**config.mk**
```make
export PLATFORM = sky130hd
export DESIGN_NAME = btn_conditioner
export DESIGN_NICKNAME = d
export VERILOG_FILES = /design/src/rtl/btn_pkg.sv /design/src/rtl/btn_channel.sv /design/src/rtl/btn_conditioner.sv
export SDC_FILE = /design/constraint.sdc
export NUM_CORES = 1
export LEC_CHECK = 0
export BUFFER_PORTS_ARGS = -buffer_cell sky130_fd_sc_hd__clkbuf_2
export CAP_MARGIN = 10
export CORE_MARGIN = 1.5
export CORE_UTILIZATION = 62
export CTS_CLUSTER_DIAMETER = 120
export DETAILED_ROUTE_END_ITERATION = 10
export GPL_TIMING_DRIVEN = 0
export PLACE_DENSITY = 0.75
export RECOVER_POWER = 100
export SLEW_MARGIN = 5
export SYNTH_ARGS = -nofsm -noshare
export SYNTH_HDL_FRONTEND = slang
export SYNTH_HIERARCHICAL = 1
export SYNTH_SLANG_ARGS = --single-unit
```
**constraint.sdc**
```tcl
create_clock -name clk -period 6.6 [get_ports clk]
set_clock_uncertainty 0.15 [all_clocks]
set_input_delay 0.33 -clock clk [delete_from_list [all_inputs] [get_ports clk]]
set_output_delay 0.33 -clock clk [all_outputs]
set_load 0.01 [all_outputs]
```
**src/rtl/btn_pkg.sv**
```systemverilog
// Shared types and default 25 MHz timing constants for the push-button front-end.
package btn_pkg;

    localparam int CLK_HZ        = 25_000_000;
    localparam int DEBOUNCE_10MS = CLK_HZ / 100;
    localparam int REPEAT_0P5S   = CLK_HZ / 2;
    localparam int REPEAT_0P1S   = CLK_HZ / 10;

    typedef enum logic [1:0] {
        ST_IDLE   = 2'd0,
        ST_DELAY  = 2'd1,
        ST_REPEAT = 2'd2
    } rpt_state_t;

    // Counter width able to hold values 0..count-1, never narrower than one bit.
    function automatic int width_for(input int count);
        return (count > 1) ? $clog2(count) : 1;
    endfunction

endpackage

```
**src/rtl/btn_channel.sv**
```systemverilog
// One button channel: synchroniser, counter debouncer and hold-to-repeat FSM.
// Input is already polarity-corrected, so 1 always means pressed.
module btn_channel
    import btn_pkg::*;
#(
    parameter int SYNC_STAGES     = 2,
    parameter int DEBOUNCE_CYCLES = DEBOUNCE_10MS,
    parameter int REPEAT_DELAY    = REPEAT_0P5S,
    parameter int REPEAT_RATE     = REPEAT_0P1S
) (
    input  logic clk,
    input  logic rst_n,
    input  logic raw_pressed,
    input  logic repeat_en,
    output logic level,
    output logic press_pulse,
    output logic release_pulse
);

    localparam int CNT_W   = width_for(DEBOUNCE_CYCLES);
    localparam int TMR_MAX = (REPEAT_DELAY > REPEAT_RATE) ? REPEAT_DELAY : REPEAT_RATE;
    localparam int TMR_W   = width_for(TMR_MAX);

    localparam logic [CNT_W-1:0] CNT_LAST   = CNT_W'(DEBOUNCE_CYCLES - 1);
    localparam logic [TMR_W-1:0] DELAY_LAST = TMR_W'(REPEAT_DELAY - 1);
    localparam logic [TMR_W-1:0] RATE_LAST  = TMR_W'(REPEAT_RATE - 1);

    if (SYNC_STAGES < 2) begin : g_bad_sync
        $error("btn_channel: SYNC_STAGES must be at least 2");
    end
    if (DEBOUNCE_CYCLES < 2) begin : g_bad_debounce
        $error("btn_channel: DEBOUNCE_CYCLES must be at least 2");
    end
    if (REPEAT_DELAY < 1) begin : g_bad_delay
        $error("btn_channel: REPEAT_DELAY must be at least 1");
    end
    if (REPEAT_RATE < 1) begin : g_bad_rate
        $error("btn_channel: REPEAT_RATE must be at least 1");
    end

    logic [SYNC_STAGES-1:0] sync;
    logic                   s;
    logic                   stable;
    logic [CNT_W-1:0]       cnt;
    logic                   accept;
    logic                   accept_rise;
    logic                   accept_fall;
    rpt_state_t             state;
    logic [TMR_W-1:0]       timer;

    always_ff @(posedge clk or negedge rst_n) begin
        if (!rst_n) begin
            sync <= '0;
        end else begin
            sync <= {sync[SYNC_STAGES-2:0], raw_pressed};
        end
    end

    assign s = sync[SYNC_STAGES-1];

    // A level change is accepted on the cycle its run of differing samples completes.
    assign accept      = (s != stable) && (cnt == CNT_LAST);
    assign accept_rise = accept && s;
    assign accept_fall = accept && !s;

    always_ff @(posedge clk or negedge rst_n) begin
        if (!rst_n) begin
            stable <= 1'b0;
            cnt    <= '0;
        end else if (s == stable) begin
            cnt <= '0;
        end else if (cnt == CNT_LAST) begin
            stable <= s;
            cnt    <= '0;
        end else begin
            cnt <= cnt + 1'b1;
        end
    end

    assign level = stable;

    // Release wins over any repeat pulse due in the same cycle.
    always_ff @(posedge clk or negedge rst_n) begin
        if (!rst_n) begin
            state         <= ST_IDLE;
            timer         <= '0;
            press_pulse   <= 1'b0;
            release_pulse <= 1'b0;
        end else begin
            press_pulse   <= 1'b0;
            release_pulse <= 1'b0;
            if (accept_fall) begin
                release_pulse <= 1'b1;
                state         <= ST_IDLE;
                timer         <= '0;
            end else begin
                case (state)
                    ST_IDLE: begin
                        if (accept_rise) begin
                            press_pulse <= 1'b1;
                            state       <= ST_DELAY;
                            timer       <= '0;
                        end
                    end
                    ST_DELAY: begin
                        if (timer == DELAY_LAST) begin
                            if (repeat_en) begin
                                press_pulse <= 1'b1;
                                timer       <= '0;
                                state       <= ST_REPEAT;
                            end
                        end else begin
                            timer <= timer + 1'b1;
                        end
                    end
                    ST_REPEAT: begin
                        if (!repeat_en) begin
                            state <= ST_DELAY;
                            timer <= DELAY_LAST;
                        end else if (timer == RATE_LAST) begin
                            press_pulse <= 1'b1;
                            timer       <= '0;
                        end else begin
                            timer <= timer + 1'b1;
                        end
                    end
                    default: begin
                        state <= ST_IDLE;
                        timer <= '0;
                    end
                endcase
            end
        end
    end

endmodule

```
**src/rtl/btn_conditioner.sv**
```systemverilog
// N-channel button front-end: polarity correction, per-channel conditioning,
// enable gating of the pulse outputs and the any-press reduction.
module btn_conditioner
    import btn_pkg::*;
#(
    parameter int               N_BTN           = 4,
    parameter int               SYNC_STAGES     = 2,
    parameter int               DEBOUNCE_CYCLES = DEBOUNCE_10MS,
    parameter int               REPEAT_DELAY    = REPEAT_0P5S,
    parameter int               REPEAT_RATE     = REPEAT_0P1S,
    parameter logic [N_BTN-1:0] ACTIVE_LOW_MASK = {N_BTN{1'b0}}
) (
    input  logic             clk,
    input  logic             rst_n,
    input  logic             ena,
    input  logic [N_BTN-1:0] btn_raw,
    input  logic [N_BTN-1:0] repeat_en,
    output logic [N_BTN-1:0] btn_level,
    output logic [N_BTN-1:0] btn_press,
    output logic [N_BTN-1:0] btn_release,
    output logic             btn_any_press
);

    if (N_BTN < 1) begin : g_bad_n
        $error("btn_conditioner: N_BTN must be at least 1");
    end

    logic [N_BTN-1:0] pressed_raw;
    logic [N_BTN-1:0] level_int;
    logic [N_BTN-1:0] press_int;
    logic [N_BTN-1:0] release_int;

    assign pressed_raw = btn_raw ^ ACTIVE_LOW_MASK;

    for (genvar i = 0; i < N_BTN; i++) begin : g_ch
        btn_channel #(
            .SYNC_STAGES     (SYNC_STAGES),
            .DEBOUNCE_CYCLES (DEBOUNCE_CYCLES),
            .REPEAT_DELAY    (REPEAT_DELAY),
            .REPEAT_RATE     (REPEAT_RATE)
        ) u_channel (
            .clk           (clk),
            .rst_n         (rst_n),
            .raw_pressed   (pressed_raw[i]),
            .repeat_en     (repeat_en[i]),
            .level         (level_int[i]),
            .press_pulse   (press_int[i]),
            .release_pulse (release_int[i])
        );
    end

    // Channels keep running while disabled; only the pulses are hidden and never replayed.
    assign btn_level     = level_int;
    assign btn_press     = press_int & {N_BTN{ena}};
    assign btn_release   = release_int & {N_BTN{ena}};
    assign btn_any_press = |btn_press;

endmodule

```
== Yosys cells after proc, flatten, opt, wreduce, memory -nomap -nowiden ==
Cells that the tools add are included.
W data, S select, Z words.
Word-level totals
  flip-flop bits (word level): 196
  word-level logic and storage cells: 215
Operators by class
  add/subtract/negate cells: 8
  equality and inequality tests: 48
  muxes and demuxes: 92
  bitwise gates (word level): 6
  reductions and logical operators: 33
Operators with widths (number)
  $mux W24: 24
  $pmux W24 S3: 4
  $mux W18: 8
  $add A24 B1 Y24 const B: 4
  $eq A24 B22 Y1 const B: 4
  $eq A24 B24 Y1 const B: 4
  $add A18 B1 Y18 const B: 4
  $eq A18 B18 Y1 const B: 4
  $mux W2: 20
  $mux W1: 28
  $ne A3 B1 Y1 const B: 8
  $ne A3 B2 Y1 const B: 8
  $pmux W2 S3: 4
  $ne A4 B3 Y1 const B: 4
  $reduce_and A2 Y1: 8
  $reduce_and A4 Y1: 4
  $logic_and A1 B1 Y1: 12
  $pmux W1 S3: 4
  $and A4 B4 Y4: 2
  $eq A2 B1 Y1 const B: 4
  $eq A2 B2 Y1 const B: 4
  $logic_not A2 Y1: 4
  $eq A1 B1 Y1: 4
  $logic_not A1 Y1: 4
  other kinds (3): 9

== Longest topological paths before layout ==
Gate-level depths: netlist of run 1.
  word-level depth: 6
  gate-level depth with buffers: 10
  mapped depth without buffers: 8

== By module ==
Netlist of run 1, hierarchy kept.
By module, submodules not included
  btn_channel (g_ch[0].u_channel ...): times used 3, cells an instance 294, area an instance 2841.5 µm², seq. area each 1226.2 µm²
  btn_channel (g_ch[3].u_channel): times used 1, cells an instance 301, area an instance 2876.5 µm², seq. area each 1226.2 µm²
  btn_conditioner: times used 1, cells an instance 9, area an instance 62.6 µm², seq. area each 0.0 µm²

== Worst setup path after synthesis of run 1 ==
No wires, ideal clock.
  path kind: register -> register
  start point: reg g_ch[0].u_channel.timer[9]
  end point: reg g_ch[0].u_channel.timer[20]
  library setup time: 0.126 ns
  arrival: 2.282 ns
  path slack: 4.042 ns
  stages on the path, launching flop included: 8
  path through: dfrtp_1 -> or4_4 -> nor4_4 -> nand4b_2 -> and4_4 -> buf_6 -> buf_2 -> a221o_1
On the way
  longest elaborated chain between the ends: 5
Ends and longest elaborated chain
  from (decl): line btn_channel.sv:49  | logic [TMR_W-1:0] timer;
  from (signal assigned): line btn_channel.sv:113  | timer <= timer + 1'b1;
  from (signal assigned): line btn_channel.sv:124  | timer <= timer + 1'b1;
  $add A24 B1 Y24 or $eq A24 B22 Y1 (tied branches): line btn_channel.sv:113, btn_channel.sv:124, btn_channel.sv:120
  $mux W24: line btn_channel.sv:120  | end else if (timer == RATE_LAST) begin
  $mux W24: line btn_channel.sv:117  | if (!repeat_en) begin
  $pmux W24 S3: line btn_channel.sv:97  | case (state)
  $mux W24: line btn_channel.sv:92  | if (accept_fall) begin
Parallel ways exist; a longest one is shown, timed or not.
A chain may end at the register's enable or synchronous reset.

== Final worst setup path of run 1 ==
  start point: reg g_ch[0].u_channel.timer[16]
  end point: reg g_ch[0].u_channel.timer[20]
The elaborated chain is that of the path after synthesis.

==> metrics.cfg, run 1 <==
[timing]
final_max_slew_viol_count=107
max_slew_margin=-0.685
timing.fmax_mhz=272
setup_viol=0
rsz0062_at_grt=false
min_period_ps=3680
fin_crit_sh=0.558
finalHoldViolCount=0
finalSetupTns_ps=0
worst_pin_slew_ps=2530

[final_layout]
final_nets=1279
layout.cells.non_filler=1482
nFillCells=1456
diodes=0
drive_gt1_frac=0.0766
fin_util=0.688
area_growth_syn_to_layout_pct=8.17

[logic_synthesis]
synth_area_sq_mm=0.0115
synth-edff-count=0
synth_top_area_cell=dfrtp_1
synth_nets=1231
synth_cell_types=59
synthFlopType=dfrtp_1
yosysWarnings=6
synth-seq-cells=196
synthCells=1192
avgSynthCellArea_sq_um=9.62
yosysSeqAreaShare=0.428
synth_top_area_share=0.428
synthArstFlopShare=1.00
yosys-top-cells-area=dfrtp_1 (43%), o31ai_1 (4.9%), a22o_1 (4.5%)

[pwr]
power_density_mw_per_mm2=186
vdd_ir_drop_max_uv=206
clock_power_share=0.451
internal-power_uw=1800
p_switching_uw=514
pwr-share-comb=0.023
swShare=0.222
p_leak_uw=0.00558
p_seq_frac=0.526

[global_routing]
grtUsageTotal=0.270
grt_max_degree=107
overflow=0
grt_pass1_vias=8866
antenna_found_initial=0
grt_pass1_wl_um=43500

[setup_path]
path_max_fanout=10
cp.arrival_ps=3850
start_kind=register
required_ps=6770
critPathKind=reg2reg
slowest_stage=nor4_1
end_kind=register
slowest_delay_ps=950
critical_path.cell_chain=or4_4, nor4_1, nand4b_2, and4_1, clkbuf_1, clkbuf_1, a221o_1
path_common_cell=clkbuf_1

[placement]
dp.cells=1445
port_buffers=23
place.detailed.hpwl_um=17300
place_congestion=0.873

[clock_network]
clkTransAtPathRegs_ps=70
cts_tree=built
cts_max_path_buffers=2
cts_setup_buffers=0
cts.sinks=196
root_buffer=clkbuf_16
clk_latency_ps=430
numCtsBuffers=17
htree_levels=4
cts_resized=0

[job]
maxCapViolCount=1

[die]
die_w_um=139
start_util=0.636
coreArea_sq_mm=0.0180
die_h_um=139
io_pins=24
fp-row-count=49
fp.dieArea_sq_mm=0.0193

[run_status]
failed_checks=capacitance limit, slew limit
status=complete, but fails checks

[detailed_routing]
wl_per_cell_um=17.0
drcViolationCount=0
drt-initial-drc-count=656
num_vias=9440
wl_um=25200
via_per_inst=6.37
first_pass_iters=5
drt.antenna.violating_nets=0

[hold_path]
hold_path_class=in2reg

## cell type report
class,instances,area (sq um),area share
repair buffers,29,164,0.0132
inverters,47,176,0.0142
flip-flops and latches,196,4900,0.396
well taps,229,287,0.0231
clock inverters,13,146,0.0118
multi-input cells,901,6050,0.488
clock buffers,19,443,0.0357
plain buffers,48,234,0.0189
## cell families (layout without fill, tap and decap cells)
group	Yosys count	after routing	synth area share
buffers and inverters	95	156	0.0378
XOR/XNOR	62	62	0.0474
adder cells (fa/ha/maj)	28	28	0.0306
flip-flops	196	196	0.428
AND/OR/NAND/NOR	521	521	0.261
multiplexers	5	5	0.00480
AO/OA/AOI/OAI	285	285	0.190
## worst max-delay path: cells and delay by family, from the launching register on
family / cells / cell delay [ps]
AOI/OAI and AO/OA: 1 / 340
and+or+nand+nor: 4 / 2110
DFF: 1 / 420
buffers and inverters: 2 / 550
## per-stage QoR
stage / area, sq um / setup WS, ps / hold WS (ps) / total power, uW
final: 12400 / 2920 / 99.2 / 2310
after global routing: 12400 / 2300 / 80.5 / 2400
after global placement: 11900 / 1340 / 187 / 1290
after detailed placement: 11900 / 3700 / 187 / 1290
after CTS: 12500 / 3650 / 83.8 / 2340
after floorplan: 11500 / 4040 / -116 / 1260
## cell usage in the layout, fill, tap and decap left out, drive strengths merged, types with 5 or more instances in the layout
cell type / n
o2bb2a: 7
buf: 18
a31o: 15
nor2: 104
nor2b: 20
nor3: 36
dlygate4sd3: 5
and4: 14
a22o: 59
xor2: 34
a21oi: 25
a221o: 28
or3: 6
clkbuf: 73
a21o: 9
inv: 52
nor4: 13
o211ai: 5
nand4: 24
o31ai: 75
o21ai: 47
nand3: 101
and3: 46
nand2b: 21
or4: 6
o21bai: 5
and4b: 22
nand2: 61
ha: 28
xnor2: 28
and2: 18
nor4b: 13
dfrtp: 196
## worst paths after layout
path | slack [ps] | end | start | depth (start not counted)
min reg2reg | 210 | g_ch[3].u_channel/sync[1] | g_ch[3].u_channel/sync[0] | 0
min | 100 | g_ch[3].u_channel/press_pulse | repeat_en[3] | 3
max reg2reg | 2920 | g_ch[0].u_channel/timer[20] | g_ch[0].u_channel/timer[16] | 7
min in group asynchronous | 350 | g_ch[2].u_channel/timer[1] | rst_n | 2
max | 2920 | g_ch[0].u_channel/timer[20] | g_ch[0].u_channel/timer[16] | 7
max in group asynchronous | 3050 | g_ch[3].u_channel/cnt[4] | rst_n | 3
## cell usage after synthesis, drive strengths merged, types with 6 or more instances
cell type / number
nor4b: 13
xor2: 34
or3: 6
and4b: 22
a221o: 28
inv: 47
a22o: 59
and4: 14
xnor2: 28
dfrtp: 196
nand3: 101
nand4: 24
nand2: 61
nor2b: 20
a21oi: 25
o21ai: 47
nor3: 36
buf: 34
and3: 46
o2bb2a: 7
ha: 28
clkbuf: 14
and2: 18
o31ai: 75
nor4: 13
or4: 6
a31o: 15
a21o: 9
nand2b: 21
nor2: 104
## state kept, by name, summed over array words and instances (netlist names)
| name | flops |
|---|---|
| g_ch.u_channel/timer | 96 |
| g_ch.u_channel/cnt | 72 |
| g_ch.u_channel/state | 8 |
| g_ch.u_channel/sync | 8 |
| g_ch.u_channel/level | 4 |
| g_ch.u_channel/press_pulse | 4 |
| g_ch.u_channel/release_pulse | 4 |
## routing by layer
metal,track usage,share of wire
met5,0,0
met4,0.0779,0.013
met3,0.0463,0.041
met2,0.425,0.47
met1,0.386,0.47
## timing repair
| action | CTS | global route |
|---|---|---|
| hold buffers | 5 | 0 |
| endpoints found under the setup margin | 0 | 0 |
| hold endpoints to repair | 94 | 0 |
## power by group through the flow
stage	clock (uW)	combinational, uW	sequential, uW
after floorplan	0	18.6	1240
after global placement	0	50.9	1240
after detailed placement	0	54.3	1240
after CTS	1070	56.7	1220
after global routing	1120	62.5	1220
final	1040	52.2	1220
(Power assumes the default switching activity.)
==> run 2, diff against run 1 <==
--- a/config.mk
+++ b/config.mk
@@ -8,11 +8,11 @@
 export BUFFER_PORTS_ARGS = -buffer_cell sky130_fd_sc_hd__clkbuf_2
 export CAP_MARGIN = 10
 export CORE_MARGIN = 1.5
-export CORE_UTILIZATION = 62
+export CORE_UTILIZATION = 57
 export CTS_CLUSTER_DIAMETER = 120
 export DETAILED_ROUTE_END_ITERATION = 10
 export GPL_TIMING_DRIVEN = 0
-export PLACE_DENSITY = 0.75
+export PLACE_DENSITY = 0.72
 export RECOVER_POWER = 100
 export SLEW_MARGIN = 5
 export SYNTH_ARGS = -nofsm -noshare
==> constraint.sdc (replaced) <==
create_clock -name clk -period 3 [get_ports clk]
set_clock_uncertainty 0.15 [all_clocks]
set_input_delay 0.15 -clock clk [delete_from_list [all_inputs] [get_ports clk]]
set_output_delay 0.15 -clock clk [all_outputs]
set_load 0.01 [all_outputs]
==> metrics.cfg, run 2 (synthesis results as in run 1) <==
[die]
fp.dieArea_sq_mm=0.0210
die_w_um=145
io_pins=24
fp-row-count=51
start_util=0.585
coreArea_sq_mm=0.0196
die_h_um=145

[clock_network]
root_buffer=clkbuf_16
cts_max_path_buffers=2
htree_levels=4
clk_latency_ps=430
numCtsBuffers=17
cts.sinks=196
cts_tree=built
clkTransAtPathRegs_ps=70

[pwr]
finalPower_uw=5170
power_density_mw_per_mm2=406
vdd_ir_drop_max_uv=341
p_leak_uw=0.00568

[global_routing]
antenna_found_initial=0
grt_pass1_vias=8688
grt_max_degree=107
grtUsageTotal=0.250
grt_pass1_wl_um=42500
overflow=0

[setup_path]
required_ps=3160
reg2reg_from=g_ch[1].u_channel/timer[9]
path_max_fanout=10
cp.arrival_ps=3010
critPathKind=reg2reg
start_kind=register
crit_start=g_ch[1].u_channel/timer[9]
end_kind=register

[final_layout]
largest_reg_flops=96
final_nets=1292
top_register=g_ch.u_channel/timer
drive_gt1_frac=0.105
final_common_cell=dfrtp_1
diodes=0
layout.cells.non_filler=1531
reg_top3=g_ch.u_channel/timer: 96 flops, g_ch.u_channel/cnt: 72 flops
fin_util=0.649
layout_common_cells=dfrtp_1 (196), nor2_1 (104), nand3_1 (101)
fin_area_sq_mm=0.0127
area_growth_syn_to_layout_pct=11.0

[detailed_routing]
num_vias=9474
drcViolationCount=0
first_pass_iters=5
drt.antenna.violating_nets=0
via_per_inst=6.19
wl_per_cell_um=16.4
wl_um=25100
drt-initial-drc-count=659

[run_status]
status=complete, but fails checks
failed_checks=capacitance limit, slew limit

[timing]
fin_crit_sh=0.951
finalHoldViolCount=0
timing.fmax_mhz=351
rsz0062_at_grt=false
setup_viol=0
worst_pin_slew_ps=2280
max_slew_margin=-0.519
min_period_ps=2850
holdWs_ps=199
final_max_slew_viol_count=91

[placement]
placement.cell_area_sq_mm=0.0119
port_buffers=23
place_congestion=0.856
dp.cells=1481
place.detailed.hpwl_um=17100

[hold_path]
min_from=g_ch[2].u_channel/sync[0]
hold_path_class=reg2reg

[job]
maxCapViolCount=1

run 2: repair_timing:
item / in CTS / in global routing
buffers inserted: 0 / 9
hold buffers: 9 / 0
setup endpoints to repair: 0 / 76
hold endpoints to repair: 98 / 0
gates resized for setup: 0 / 10
run 2: cell type report:
class                           count  area (sq um)
Clock buffer                       18           439
Tap cell                          265           332
Sequential cell                   196          4900
Multi-Input combinational cell    901          6160
Timing Repair Buffer               42           275
Clock inverter                     14           176
Fill cell                        1654          6870
Inverter                           47           176
Buffer                             48           258
run 2: power by group:
part	total (uW)	internal, uW	switching, uW	leakage (uW)
sequential	2670	2660	15.5	0.00265
clock	2370	1340	1030	0.000285
combinational	124	35.0	88.6	0.00275
total	5170	4040	1130	0.00568
run 2: path summary, 6_finish.rpt:
path                                                to  slack, ps  cells past startpoint
hold / removal               g_ch[2].u_channel/sync[1]        200                      0
setup / recovery           g_ch[1].u_channel/timer[21]        150                      8
max in group asynchronous   g_ch[3].u_channel/timer[5]        520                      3
min in group asynchronous  g_ch[2].u_channel/timer[13]        740                      2
setup reg to reg           g_ch[1].u_channel/timer[21]        150                      8
hold reg to reg              g_ch[2].u_channel/sync[1]        200                      0
run 2: through the flow:
stage / worst slack, ps / TNS (ps)
after global routing: 3.14 / 0
after detailed placement: 141 / 0
after CTS: 148 / 0
final: 148 / 0
after global placement: -2190 / -425640
after floorplan: 442 / 0
run 2: per-layer routing:
metal	up-vias	global-route usage	routed length (um)
met2	204	0.387	11600
met3	25	0.0408	955
li1	4603	-	-
met4	0	0.0665	328
met5	-	0	0
met1	4642	0.364	12200
run 2: critical path, cell delays in order, from the launching register on:
cell and delay, ps:
dfrtp_1 450, or4_4 550, nor4_4 270, buf_4 180
a21oi_1 100, a21oi_2 150, clkbuf_1 360, and4b_1 250
a221o_1 270
==> run 3, diff against run 2 <==
--- a/config.mk
+++ b/config.mk
@@ -8,11 +8,11 @@
 export BUFFER_PORTS_ARGS = -buffer_cell sky130_fd_sc_hd__clkbuf_2
 export CAP_MARGIN = 10
 export CORE_MARGIN = 1.5
-export CORE_UTILIZATION = 57
+export CORE_UTILIZATION = 45
 export CTS_CLUSTER_DIAMETER = 120
 export DETAILED_ROUTE_END_ITERATION = 10
 export GPL_TIMING_DRIVEN = 0
-export PLACE_DENSITY = 0.72
+export PLACE_DENSITY = 0.59
 export RECOVER_POWER = 100
 export SLEW_MARGIN = 5
 export SYNTH_ARGS = -nofsm -noshare
==> metrics.cfg, run 3 (synthesis results as in run 1) <==
[detailed_routing]
first_pass_iters=5
via_per_inst=5.89
drt.antenna.violating_nets=0
num_vias=9389
wl_um=26700
wl_per_cell_um=16.8
drcViolationCount=0
drt-initial-drc-count=765

[final_layout]
largest_reg_flops=96
drive_gt1_frac=0.111
layout_common_cells=dfrtp_1 (196), nor2_1 (104), nand3_1 (100)
final_nets=1291
reg_top3=g_ch.u_channel/timer: 96 flops, g_ch.u_channel/cnt: 72 flops
final_common_cell=dfrtp_1
fin_area_sq_mm=0.0128
area_growth_syn_to_layout_pct=11.7
top_register=g_ch.u_channel/timer
diodes=0

[placement]
place.detailed.hpwl_um=18400
placement.cell_area_sq_mm=0.0121
port_buffers=23
place_congestion=0.852
place_ws_ps=105

[clock_network]
cts_tree=built
clk_latency_ps=450
cts.sinks=196
cts_max_path_buffers=2
htree_levels=4
root_buffer=clkbuf_16
numCtsBuffers=17
clkTransAtPathRegs_ps=80

[die]
die_h_um=163
fp.dieArea_sq_mm=0.0264
coreArea_sq_mm=0.0251
io_pins=24
start_util=0.457
die_w_um=163
fp-row-count=58

[setup_path]
rrSetupSlack_ps=140
cp.arrival_ps=3030
rr_worst_depth=7
cp-endpoint=g_ch[0].u_channel/timer[17]
end_kind=register
crit_start=g_ch[0].u_channel/timer[9]
reg2reg_from=g_ch[0].u_channel/timer[9]
start_kind=register
rr_endpoint=g_ch[0].u_channel/timer[17]
critPathKind=reg2reg
path_max_fanout=10
required_ps=3170

[pwr]
clock_power_share=0.454
vdd_ir_drop_max_uv=289
p_seq_frac=0.521
power_density_mw_per_mm2=400
pwr-share-comb=0.024
internal-power_uw=3880
p_leak_uw=0.00571
p_switching_uw=1250
swShare=0.243

[hold_path]
hold_path_class=in2async

[run_status]
failed_checks=capacitance limit, slew limit
status=complete, but fails checks

[timing]
min_period_ps=2860
final_max_slew_viol_count=78
timing.fmax_mhz=350
setup_ws_ps=143
worst_pin_slew_ps=1820
setup_viol=0
fin_crit_sh=0.952
finalHoldViolCount=0
max_slew_margin=-0.210

[job]
maxCapViolCount=1

[global_routing]
grt_pass1_vias=8952
antenna_found_initial=0
grtUsageTotal=0.212
grt_pass1_wl_um=45900
overflow=0
grt_max_degree=85

[run 3: changes by cell type in the layout (fill, tap and decap cells not counted), moves of 3 or more]
cell        before  now
nor4_1           9    6
clkbuf_2        19   22
inv_6            2    5
nor4_2           1    4
clkinvlp_4       5    2
[run 3: how the worst min path moves through the flow]
stage	to	cells after the start	slack [ps]
global placement	g_ch[1].u_channel/sync[0]	1	110
detailed placement	g_ch[2].u_channel/timer[15]	1	-60
floorplan	g_ch[0].u_channel/cnt[0]	0	-300
global route	g_ch[2].u_channel/timer[15]	2	40
CTS	g_ch[0].u_channel/press_pulse	5	10
finish	g_ch[2].u_channel/timer[15]	2	20
[run 3: stage by stage]
stage,hold WS (ps),cells,utilization,setup TNS [ps],power (uW)
finish,22.5,1595,0.510,0,5130
global route,42.2,1595,0.510,-3.75,5340
CTS,10.6,1587,0.507,0,5210
detailed placement,-62.2,1547,0.480,0,2850
global placement,108,1545,0.478,-462580,2840
floorplan,-296,1192,-,0,2760
[run 3: critical path, cell delays in order, from the launching register on]
cell and delay, ps:
dfrtp_1 430, or4_1 580, nor4_4 430, a21oi_1 170, a21oi_1 210, clkbuf_2 290
o31ai_1 120, a221o_1 340
[run 3: final cells by class]
| type | count | area, sq um |
|---|---|---|
| fillers | 2413 | 12300 |
| multi-input cells | 901 | 6190 |
| flip-flops and latches | 196 | 4900 |
| clock buffers | 17 | 425 |
| well taps | 330 | 413 |
| repair buffers | 41 | 277 |
| plain buffers | 48 | 256 |
| inverters | 47 | 176 |
| clock inverters | 15 | 166 |
[run 3: per-layer routing]
metal	wire, um	up-vias	GRT usage
met4	360	0	0.0667
met2	12500	153	0.340
met3	870	24	0.0275
met1	13000	4602	0.300
met5	0	-	0
li1	-	4610	-
[run 3: timing repair]
| action | CTS | global route |
|---|---|---|
| buffers inserted | 0 | 8 |
| endpoints found under the setup margin | 0 | 79 |
| hold endpoints to repair | 119 | 0 |
| resized for setup | 0 | 14 |
| hold buffers | 8 | 0 |
[run 3: power by group through the flow]
stage | registers, uW | logic, uW | clock network, uW
6_report | 2670 | 125 | 2330
5_1_grt | 2680 | 150 | 2510
4_1_cts | 2670 | 137 | 2400
3_5_place_dp | 2730 | 128 | 0
3_3_place_gp | 2730 | 117 | 0
2_1_floorplan | 2720 | 40.8 | 0
